$ cat src/rtl/n4_b2_mul_seq_if.sv
// Start/busy/done handshake and operand/product bus of the sequential 4x4 multiplier.
// The master issues requests and operands; the slave returns the product and status.
interface n4_b2_mul_seq_if;
   logic       start;
   logic [3:0] x3_x0;
   logic [3:0] y3_y0;
   logic [7:0] p7_p0;
   logic       busy;
   logic       done;

   modport master (
      output start,
      output x3_x0,
      output y3_y0,
      input  p7_p0,
      input  busy,
      input  done
   );

   modport slave (
      input  start,
      input  x3_x0,
      input  y3_y0,
      output p7_p0,
      output busy,
      output done
   );
endinterface

$ cat src/rtl/n4_b2_mul_seq.sv
// Shift-and-add unsigned 4x4 multiplier. One 4-digit ripple adder is reused once per
// iteration, giving one product every six cycles.

module n4_b2_adder (
   input  logic [3:0] a3_a0,
   input  logic [3:0] b3_b0,
   input  logic       cin,
   output logic [3:0] s3_s0,
   output logic       cout
);
   logic [4:0] carry;

   assign carry[0] = cin;

   genvar gi;
   generate
      for (gi = 0; gi < 4; gi = gi + 1) begin : g_digit
         assign s3_s0[gi]   = a3_a0[gi] ^ b3_b0[gi] ^ carry[gi];
         assign carry[gi+1] = (a3_a0[gi] & b3_b0[gi]) |
                              (carry[gi] & (a3_a0[gi] ^ b3_b0[gi]));
      end
   endgenerate

   assign cout = carry[4];
endmodule

module n4_b2_mul_seq (
   input  logic           clock,
   input  logic           reset,
   n4_b2_mul_seq_if.slave bus
);
   typedef enum logic [1:0] {
      IDLE = 2'd0,
      RUN  = 2'd1,
      DONE = 2'd2
   } state_t;

   state_t     state_reg;
   state_t     state_next;

   logic [3:0] a_reg;
   logic [3:0] q_reg;
   logic [3:0] m_reg;
   logic [1:0] cnt_reg;
   logic [7:0] p_reg;

   logic [3:0] a_next;
   logic [3:0] q_next;
   logic [3:0] m_next;
   logic [1:0] cnt_next;
   logic [7:0] p_next;

   logic       load;
   logic       step;
   logic       last;

   logic [3:0] addend;
   logic [3:0] sum;
   logic       carry;

   // Partial product for this iteration: add M only when the multiplier LSB is set.
   assign addend = q_reg[0] ? m_reg : 4'b0000;

   n4_b2_adder u_adder (
      .a3_a0 (a_reg),
      .b3_b0 (addend),
      .cin   (1'b0),
      .s3_s0 (sum),
      .cout  (carry)
   );

   always_ff @(posedge clock or posedge reset) begin
      if (reset) begin
         state_reg <= IDLE;
      end else begin
         state_reg <= state_next;
      end
   end

   always_comb begin
      state_next = state_reg;
      load       = 1'b0;
      step       = 1'b0;
      last       = 1'b0;
      case (state_reg)
         IDLE: begin
            if (bus.start) begin
               load       = 1'b1;
               state_next = RUN;
            end
         end
         RUN: begin
            step = 1'b1;
            if (cnt_reg == 2'd3) begin
               last       = 1'b1;
               state_next = DONE;
            end
         end
         DONE: begin
            state_next = IDLE;
         end
         default: begin
            state_next = IDLE;
         end
      endcase
   end

   // The adder carry shifts into A[3] and S[0] shifts into Q[3], so the
   // concatenation {A,Q} moves right one place per iteration.
   always_comb begin
      a_next   = a_reg;
      q_next   = q_reg;
      m_next   = m_reg;
      cnt_next = cnt_reg;
      p_next   = p_reg;
      if (load) begin
         a_next   = 4'b0000;
         q_next   = bus.y3_y0;
         m_next   = bus.x3_x0;
         cnt_next = 2'd0;
      end else if (step) begin
         a_next   = {carry, sum[3:1]};
         q_next   = {sum[0], q_reg[3:1]};
         cnt_next = cnt_reg + 2'd1;
         if (last) begin
            p_next = {carry, sum[3:1], sum[0], q_reg[3:1]};
         end
      end
   end

   always_ff @(posedge clock or posedge reset) begin
      if (reset) begin
         a_reg   <= 4'b0000;
         q_reg   <= 4'b0000;
         m_reg   <= 4'b0000;
         cnt_reg <= 2'd0;
         p_reg   <= 8'h00;
      end else begin
         a_reg   <= a_next;
         q_reg   <= q_next;
         m_reg   <= m_next;
         cnt_reg <= cnt_next;
         p_reg   <= p_next;
      end
   end

   assign bus.p7_p0 = p_reg;
   assign bus.busy  = (state_reg != IDLE);
   assign bus.done  = (state_reg == DONE);
endmodule

$ cat src/flat_wrapper.sv
// flat-port wrapper written by rule: the top's interface ports become plain ports
module n4_b2_mul_seq_flat 
  (clock, reset, bus_start, bus_x3_x0, bus_y3_y0, bus_p7_p0, bus_busy, bus_done);
  n4_b2_mul_seq_if bus_i ();
  input  logic clock;
  input  logic reset;
  input wire logic [$bits(bus_i.start)-1:0] bus_start;
  input wire logic [$bits(bus_i.x3_x0)-1:0] bus_x3_x0;
  input wire logic [$bits(bus_i.y3_y0)-1:0] bus_y3_y0;
  output wire logic [$bits(bus_i.p7_p0)-1:0] bus_p7_p0;
  output wire logic [$bits(bus_i.busy)-1:0] bus_busy;
  output wire logic [$bits(bus_i.done)-1:0] bus_done;
  assign bus_i.start = bus_start;
  assign bus_i.x3_x0 = bus_x3_x0;
  assign bus_i.y3_y0 = bus_y3_y0;
  assign bus_p7_p0 = bus_i.p7_p0;
  assign bus_busy = bus_i.busy;
  assign bus_done = bus_i.done;
  n4_b2_mul_seq u_core (.clock(clock), .reset(reset), .bus(bus_i));
endmodule
$ cat config.mk
export PLATFORM = sky130hd
export DESIGN_NAME = n4_b2_mul_seq_flat
export DESIGN_NICKNAME = d
export VERILOG_FILES = /design/src/rtl/n4_b2_mul_seq_if.sv /design/src/rtl/n4_b2_mul_seq.sv /design/src/flat_wrapper.sv
export SDC_FILE = /design/constraint.sdc
export NUM_CORES = 1
export LEC_CHECK = 0
export BUFFER_PORTS_ARGS = -buffer_cell sky130_fd_sc_hd__buf_2
export CORE_MARGIN = 5
export CORE_UTILIZATION = 48
export CTS_BUF_LIST = sky130_fd_sc_hd__clkbuf_4 sky130_fd_sc_hd__clkbuf_8 sky130_fd_sc_hd__clkbuf_16
export DETAILED_ROUTE_END_ITERATION = 16
export GPL_TIMING_DRIVEN = 0
export HOLD_SLACK_MARGIN = 0.1
export PLACE_DENSITY = 0.73
export SLEW_MARGIN = 40
export SYNTH_ARGS = -nofsm -noshare
export SYNTH_HDL_FRONTEND = slang
export SYNTH_SLANG_ARGS = --single-unit
export TNS_END_PERCENT = 20
$ cat constraint.sdc
create_clock -name clock -period 2.2 [get_ports clock]
set_clock_uncertainty 0.2 [all_clocks]
set_input_delay 0.11 -clock clock [delete_from_list [all_inputs] [get_ports clock]]
set_output_delay 0.11 -clock clock [all_outputs]
set_load 0.01 [all_outputs]
---- Word-level counts from Yosys, hierarchy flattened ----
Cells that the tools add are included.
storage, ports and cells
  logic and storage cells ................. 50
  input bits .............................. 11
  bits in registers ....................... 24
  output and inout port bits .............. 10
cells by class
  bitwise logic cells ..................... 18
  reduce and logical (&&, ||, !) cells .... 5
  equality and inequality tests ........... 5
  muxes and demuxes ....................... 15
  add/subtract/negate cells ............... 1
operator list
  kind                                                                    count
  4-bit two-way mux                                                       5
  2-bit two-way mux                                                       4
  1-bit AND                                                               7
  1-bit bitwise XOR                                                       7
  1-bit two-way mux                                                       5
  2-bit equality test (second input constant)                             2
  2-bit one-hot mux with 2 select lines                                   1
  2-bit nonzero test                                                      2
  1-bit bitwise OR                                                        3
  3-bit AND reduction                                                     1
  2-bit by 1-bit adder with 2-bit output (second input constant)          1
  2-bit by 1-bit equality test with 1-bit output (second input constant)  1
  2-bit zero test                                                         1
  2-bit by 1-bit != test with 1-bit output (second input constant)        1
  2-bit != test (second input constant)                                   1
  2-bit AND reduction                                                     1
  1-bit NOT                                                               1

---- Depth between registers and ports, before layout ----
Gate-level depths: netlist of the first run.
  depth in word-level cells ............... 10
  depth in mapped cells ................... 7
  depth with buffers taken out ............ 7

---- Hierarchy ----
From an unflattened synthesis of the first run, not the netlist that was laid out.
unflattened totals
  cells, all modules ...................... 91
  area, all modules ....................... 1,141.1 µm²
by module, submodules not included
  module         area each (µm²)  instances  cells each
  n4_b2_mul_seq  1,023.5          1          77
  n4_b2_adder    117.6            1          14

---- Least setup slack after synthesis of the first run ----
OpenSTA, ideal clock, no wires.
  path type ............................... reg-to-reg
  start point ............................. reg u_core.q_reg[0]
  end point ............................... reg u_core.a_reg[2]
  cell stages (with the launch flop) ...... 8
  path slack .............................. -0.113 ns
  clock period less this slack ............ 2.313 ns
  arrival ................................. 1.987 ns
  data required time ...................... 1.874 ns
  library setup time ...................... 0.126 ns
  cells stage by stage .................... dfrtp_1 > and2_1 > ha_1 > inv_1 > fa_1 > fa_1 > fa_1 > o21ai_0
between the ends
  word-level cells in the longest chain between the ends .. 9
  elaborated cells on any way between the ends .. 14
  those cells by class .................... 3 x mux; 11 x bitwise
RTL lines
  what                                            RTL line                                  RTL
  start: declaration                              n4_b2_mul_seq.sv:42                       logic [3:0] q_reg;
  start signal: assignment                        n4_b2_mul_seq.sv:140                      q_reg <= q_next;
  4-bit two-way mux *                             n4_b2_mul_seq.sv:62                       assign addend = q_reg[0] ? m_reg : 4'b0000;
  1-bit AND or 1-bit bitwise XOR (tied branches)  n4_b2_mul_seq.sv:19, n4_b2_mul_seq.sv:20
  1-bit AND                                       n4_b2_mul_seq.sv:20                       (carry[gi] & (a3_a0[gi] ^ b3_b0[gi]));
  1-bit bitwise OR                                n4_b2_mul_seq.sv:19                       assign carry[gi+1] = (a3_a0[gi] & b3_b0[gi]) |
  1-bit AND                                       n4_b2_mul_seq.sv:20
  1-bit bitwise OR                                n4_b2_mul_seq.sv:19
  1-bit bitwise XOR *                             n4_b2_mul_seq.sv:18                       assign s3_s0[gi] = a3_a0[gi] ^ b3_b0[gi] ^ carry[gi];
  4-bit two-way mux *                             n4_b2_mul_seq.sv:121                      end else if (step) begin
  4-bit two-way mux *                             n4_b2_mul_seq.sv:116                      if (load) begin
  end signal: assignment                          n4_b2_mul_seq.sv:139                      a_reg <= a_next;
  end: declaration                                n4_b2_mul_seq.sv:41                       logic [3:0] a_reg;
Every way passes the cells marked *; elsewhere a longest branch is shown, timed or not. The select of a mux whose other input is x is not followed.
A chain may end at the register's enable or synchronous reset.

---- Worst setup path after layout of the first run ----
  start point ............................. reg u_core.m_reg[0]
  end point ............................... reg u_core.a_reg[2]
between the ends
  word-level cells in the longest chain between the ends .. 9
RTL lines
  what                      RTL line              RTL
  start: declaration        n4_b2_mul_seq.sv:43   logic [3:0] m_reg;
  start signal: assignment  n4_b2_mul_seq.sv:141  m_reg <= m_next;
  4-bit two-way mux         n4_b2_mul_seq.sv:62
  1-bit AND                 n4_b2_mul_seq.sv:19
  1-bit AND                 n4_b2_mul_seq.sv:20
  1-bit bitwise OR          n4_b2_mul_seq.sv:19
  1-bit AND                 n4_b2_mul_seq.sv:20
  1-bit bitwise OR          n4_b2_mul_seq.sv:19
  1-bit bitwise XOR         n4_b2_mul_seq.sv:18
  4-bit two-way mux         n4_b2_mul_seq.sv:121
  4-bit two-way mux         n4_b2_mul_seq.sv:116
Every way passes these cells. The select of a mux whose other input is x is not followed.

==> impl_metrics.csv, run 1 <==
group,metric,value,unit
worst_setup_path,critical_path.max_stage_delay,0.51,ns
grt,grt_pass1_wl,3740,um
yosys,netlist_instances,94,
yosys,synth_cell_type_count,25,
clock_network,clock-sinks,24,
yosys,synth_top_family_by_area,"simple AND/OR/NAND/NOR gates",
power_and_ir_drop,p_leak,0.706,nW
worst_setup_path,rrSetupSlack,-0.04,ns
grt,grt_pass1_vias,881,
placed_design,numPortBuffers,20,
yosys,synthTopCellsByArea,"dfrtp_1 54%, fa_1 5.4%, mux2_4 5.4%",
placed_design,dpl_cell_area,1260,um^2
yosys,synth_top_area_cell,"dfrtp_1",
floorplan,core,2210,um^2
power_and_ir_drop,power.density,1330,nW/um^2
grt,use_met1,0.167,
yosys,yosysSeqAreaShare,0.536,
detailed_routing,drtAntennaViolNets,0,
run_status,status,"finished with violations",
clock_network,clk_latency,0.31,ns
floorplan,dieArea,3400,um^2
yosys,synth-adder-area-share,0.0759,
floorplan,die_h,58.3,um
worst_setup_path,crit_chain,"and2_4 -> ha_1 -> inv_1 -> fa_2 -> fa_2 -> fa_1 -> o21ai_1",
worst_setup_path,timing.rr.end,"u_core.a_reg[2]",
detailed_routing,routed_wl,2150,um
worst_setup_path,cp.depth,7,
worst_setup_path,end_kind,"flop",
yosys,synth_edf_count,0,
timing,grt_setup_unrepaired,"yes",
run_status,violations,"negative setup slack",
detailed_routing,detail_route.wl_per_cell,13.3,um
floorplan,initial_core_util,0.507,
detailed_routing,via_count,819,
clock_network,root_buffer,"clkbuf_4",
floorplan,ios,21,
floorplan,rows,17,
worst_setup_path,cp_top_family,"adder cells",
flow_run,maxCapViolations,0,
yosys,synth-simple-area-share,0.138,
worst_setup_path,path_max_fanout,2,
grt,grt_max_degree,25,
power_and_ir_drop,ir_worst_vdd,678,uV
placed_design,place_congestion,0.806,
worst_setup_path,crit_end,"u_core.a_reg[2]",
yosys,synth_top_flop_cell,"dfrtp_1",
yosys,synth_xor_area_frac,0,
clock_network,cts.clk_slew.worst_paths,0.12,ns
worst_setup_path,cp_data_arrival_time,2.25,ns
yosys,ys_seq_elements,24,
yosys,yosys.area.top_type_share,0.536,
detailed_routing,post_drt_via_cell_ratio,5.06,
worst_setup_path,worstRegToRegCells,7,
yosys,synth.area.mux_share,0.0837,
timing,layout_setup_ws,-0.0396,ns
timing,drv_slew,0,
timing,setup_viol,2,
timing,hold_viol_final,0,
floorplan,die_x,58.3,um
clock_network,clock_path_buffers,2,
grt,grt.met3_usage,0.0285,
grt,overflow,0,
worst_setup_path,crit_start,"u_core.m_reg[0]",
worst_setup_path,crit_type,"flop to flop",
worst_setup_path,cp-start-kind,"flop",
worst_setup_path,r2r-start,"u_core.m_reg[0]",
clock_network,cts-buffers-inserted,3,
yosys,yosysWarnings,0,
clock_network,htree_levels,1,
worst_setup_path,critical_path.most_common_cell,"fa_2",
yosys,syn_avg_cell_area,11.9,um^2
yosys,synth_nets,110,
worst_setup_path,cpMaxStageDelayCell,"fa_1",
cells_and_area,final_area,1460,um^2
grt,grt_use_total,0.144,
detailed_routing,drtIter0Drc,10,
cells_and_area,nets,151,
timing,worst_pin_slew,0.485,ns
clock_network,cts_tree,"built",
yosys,async_flop_share,1.00,
grt,busiest_layer,"met2",
cells_and_area,drive_above_1_share,0.336,
timing,setup_tns,-0.0779,ns
timing,max_freq,0.447,GHz
detailed_routing,drc,0,
min_path,min_path_type,"input port to async pin",
grt,grtUsageMet2,0.252,
cells_and_area,area_delta_synth_final,29.8,%
yosys,synth-compound-area-share,0.122,
worst_setup_path,critPathRequiredTime,2.21,ns
detailed_routing,first_pass_iters,4,
cells_and_area,n_antenna_cell,0,
cells_and_area,largest_reg_flops,8,
timing,fin_crit_sh,1.02,
worst_setup_path,crit_buf_inv,1,
placed_design,place_hpwl,1550,um
grt,antenna_found_initial,0,
yosys,netlist_area,1120,um^2
timing,min_period,2.24,ns
timing,max_slew_margin,0.676,
==> Yosys cell counts (2+ instances only) <==
master / number
a21oi_1: 4
o22ai_1: 6
nor2_1: 2
inv_1: 9
ha_1: 2
mux2_4: 4
mux2_2: 3
fa_1: 3
dfrtp_1: 24
nand2_1: 13
o21ai_0: 10
==> kinds of logic after synthesis <==
kind of cell | after synthesis
simple gates | 24
flops | 24
compound gates | 23
buf+inv | 11
mux | 7
fa+ha+maj | 5
==> layout make-up <==
| cell class | instances | area [um^2] |
|---|---|---|
| repair buffers | 36 | 255 |
| flip-flops and latches | 24 | 601 |
| well taps | 28 | 35.0 |
| fillers | 187 | 757 |
| inverters | 9 | 33.8 |
| clock buffers | 4 | 36.3 |
| multi-input cells | 59 | 478 |
| plain buffers | 2 | 16.3 |
==> power breakdown <==
part	leakage (nW)	switching (W)	total (W)	internal, W
combinational	0.392	0.000470	0.000943	0.000473
clock	0.0210	0.000125	0.000226	0.000101
sequential	0.293	0.000124	0.000774	0.000650
==> metal layers <==
metal	part of all wire	up-vias
met5	0	-
met4	0.0098	0
met3	0.047	4
met2	0.53	18
met1	0.41	400
li1	-	397
==> how the worst min path moves through the flow <==
stage / startpoint / to / slack (ns)
2_1_floorplan: reset / u_core.a_reg[0] / -0.08
3_3_place_gp: reset / u_core.bus.p7_p0[6] / 0.13
3_5_place_dp: reset / u_core.a_reg[2] / -0.04
4_1_cts: reset / u_core.a_reg[2] / 0.15
5_1_grt: reset / u_core.bus.p7_p0[5] / 0.18
6_report: reset / u_core.bus.p7_p0[5] / 0.15
==> stage by stage <==
stage / cells / power, W / worst slack [ns] / hold slack [ns] / utilization
after floorplan: 94 / 0.00140 / -0.0291 / -0.0754 / -
after global placement: 142 / 0.00161 / -0.0990 / 0.133 / 0.570
after detailed placement: 142 / 0.00165 / -0.120 / -0.0395 / 0.570
after CTS: 162 / 0.00195 / -0.00605 / 0.152 / 0.657
after global routing: 162 / 0.00212 / -0.104 / 0.181 / 0.658
final: 162 / 0.00194 / -0.0396 / 0.152 / 0.658
==> cells in the final DEF, fill, tap and decap left out, drive strengths merged <==
cell type,count
o21ai,10
buf,24
nor2b,1
nand2b,2
o21bai,1
or2,1
nand3b,1
nor2,3
a21oi,4
and2,1
clkbuf,4
o22ai,6
dfrtp,24
a32o,1
inv,9
dlygate4sd3,14
fa,3
a211oi,1
nor3,1
ha,2
nand2,13
mux2,7
nor3b,1
==> tightest hold or removal path, delay by kind of cell <==
family | cells | cell delay [ns]
buffers and inverters | 3 | 1.01
==> repair_timing <==
item / 4_1_cts / 5_1_grt
hold endpoints to repair: 35 / 0
setup buffers: 2 / 0
hold buffers: 14 / 0
setup endpoints to repair: 4 / 4
gates resized for setup: 2 / 2
Note: power is estimated with default switching activity, not from simulation.
==> run 2: changes to the inputs <==
Settings changed: BUFFER_PORTS_ARGS -buffer_cell sky130_fd_sc_hd__buf_2 to -buffer_cell sky130_fd_sc_hd__buf_4.
==> impl_metrics.csv, run 2 (synthesized netlist as in run 1, its figures left out) <==
group,metric,value,unit
placed_design,numPortBuffers,20,
detailed_routing,routed_wl,2210,um
detailed_routing,post_drt_via_cell_ratio,5.19,
cells_and_area,area_delta_synth_final,33.8,%
worst_setup_path,critical_path.max_stage_delay,0.51,ns
cells_and_area,final_cell_mix,"24 x dfrtp_1, 23 x buf_4, 13 x nand2_1, 13 x dlygate4sd3_1",
detailed_routing,drtIter0Drc,5,
clock_network,cts.clk_slew.worst_paths,0.13,ns
timing,hold_viol_final,0,
worst_setup_path,path_max_fanout,2,
timing,whs,0.169,ns
timing,drv_slew,0,
worst_setup_path,rrSetupSlack,-0.01,ns
cells_and_area,nFillCells,178,
timing,worst_pin_slew,0.485,ns
detailed_routing,first_pass_iters,4,
cells_and_area,n_antenna_cell,0,
timing,max_slew_margin,0.676,
worst_setup_path,cp-start-kind,"flop",
worst_setup_path,cpMaxStageDelayCell,"fa_1",
floorplan,dieArea,3400,um^2
floorplan,ios,21,
worst_setup_path,r2r-start,"u_core.m_reg[0]",
detailed_routing,detail_route.wl_per_cell,13.6,um
run_status,status,"finished with violations",
power_and_ir_drop,combPwrFrac,0.500,
clock_network,htree_levels,1,
timing,min_period,2.21,ns
cells_and_area,multi_input_comb_area,475,um^2
placed_design,place_hpwl,1480,um
timing,setup_viol,2,
grt,antenna_found_initial,0,
worst_setup_path,crit_chain,"and2_1 -> ha_1 -> inv_1 -> fa_2 -> fa_2 -> fa_1 -> o21ai_1",
power_and_ir_drop,p_int,0.00127,W
detailed_routing,via_count,840,
detailed_routing,drtAntennaViolNets,0,
placed_design,place_congestion,0.800,
floorplan,die_x,58.3,um
clock_network,root_buffer,"clkbuf_4",
power_and_ir_drop,finalPower,0.00200,W
power_and_ir_drop,p_switching,0.000730,W
min_path,min_path_type,"input port to async pin",
power_and_ir_drop,pwr-share-clk,0.113,
worst_setup_path,critPathRequiredTime,2.21,ns
cells_and_area,fin_util,0.678,
grt,overflow,0,
floorplan,rows,17,
grt,grt_use_total,0.154,
cells_and_area,nets,151,
power_and_ir_drop,p_leak,0.716,nW
power_and_ir_drop,p_sw_frac,0.365,
clock_network,clock-sinks,24,
grt,grt_pass1_wl,3990,um
clock_network,clock_path_buffers,2,
cells_and_area,largest_reg_flops,8,
worst_setup_path,critical_path.most_common_cell,"fa_2",
timing,grt_setup_unrepaired,"yes",
cells_and_area,layout_commonest_cell,"dfrtp_1",
grt,grt_pass1_vias,924,
worst_setup_path,end_kind,"flop",
worst_setup_path,cp_data_arrival_time,2.22,ns
worst_setup_path,timing.rr.end,"u_core.a_reg[2]",
cells_and_area,layout.area.seq,601,um^2
power_and_ir_drop,seq_power_share,0.387,
clock_network,cts_tree,"built",
floorplan,die_h,58.3,um
power_and_ir_drop,ir_worst_vdd,708,uV
timing,max_freq,0.452,GHz
run_status,violations,"negative setup slack",
worst_setup_path,worstRegToRegCells,7,
power_and_ir_drop,power.density,1330,nW/um^2
grt,grt_max_degree,25,
cells_and_area,drive_above_1_share,0.336,
clock_network,clk_latency,0.31,ns
placed_design,dp_slack,-0.110,ns
timing,fin_crit_sh,1.01,
clock_network,cts-buffers-inserted,3,
flow_run,maxCapViolations,0,
worst_setup_path,crit_type,"flop to flop",
floorplan,core,2210,um^2
floorplan,initial_core_util,0.507,
timing,layout_setup_ws,-0.0137,ns
detailed_routing,drc,0,
==> run 2: metrics by stage <==
| step | instances | TNS, ns | area [um^2] |
|---|---|---|---|
| floorplan | 94 | -0.0583 | 1130 |
| global placement | 142 | -0.213 | 1310 |
| detailed placement | 142 | -0.307 | 1310 |
| CTS | 161 | -0.0100 | 1490 |
| global route | 162 | -0.320 | 1500 |
| finish | 162 | -0.0236 | 1500 |
==> run 2: per-layer routing <==
layer	GRT usage	up-vias	part of all wire
li1	-	400	-
met1	0.174	404	0.40
met2	0.268	30	0.53
met3	0.0373	6	0.055
met4	0.0795	0	0.014
met5	0	-	0
==> run 2: how the worst max path moves through the flow <==
| stage | startpoint | endpoint | cells past startpoint |
|---|---|---|---|
| after floorplan | u_core.q_reg[0] | u_core.a_reg[2] | 7 |
| after CTS | u_core.m_reg[0] | u_core.a_reg[2] | 7 |
| after detailed placement | u_core.q_reg[0] | u_core.a_reg[2] | 7 |
| final | u_core.m_reg[0] | u_core.a_reg[2] | 7 |
| after global placement | u_core.q_reg[0] | u_core.a_reg[2] | 7 |
| after global routing | u_core.m_reg[0] | u_core.a_reg[2] | 7 |
==> run 2: layout make-up <==
| class | instances | area share |
|---|---|---|
| multi-input combinational | 59 | 0.317 |
| tap | 28 | 0.0234 |
| timing repair buffer | 36 | 0.202 |
| inverter | 9 | 0.0225 |
| buffer | 2 | 0.0108 |
| clock buffer | 4 | 0.0242 |
| sequential | 24 | 0.400 |
==> run 2: power groups by stage <==
stage          clock network (W)  registers [W]  logic (W)
2_1_floorplan                  0       0.000792   0.000609
3_3_place_gp                   0       0.000784   0.000877
3_5_place_dp                   0       0.000790   0.000902
4_1_cts                 0.000237       0.000773   0.000983
5_1_grt                 0.000255       0.000805    0.00112
6_report                0.000226       0.000774   0.000999
==> run 2: what timing repair did <==
action                                  4_1_cts  5_1_grt
hold buffers                                 13        0
hold endpoints to repair                     38        0
gates resized for setup                       2        0
endpoints found under the setup margin        4        4
buffers inserted                              2        1
==> run 2: worst max-delay path, delay by kind of cell (launching register included) <==
family / cells / cell delay, ns
simple gates: 1 / 0.12
fa+ha+maj: 4 / 1.31
flops: 1 / 0.37
compound gates: 1 / 0.07
buf+inv: 1 / 0.05
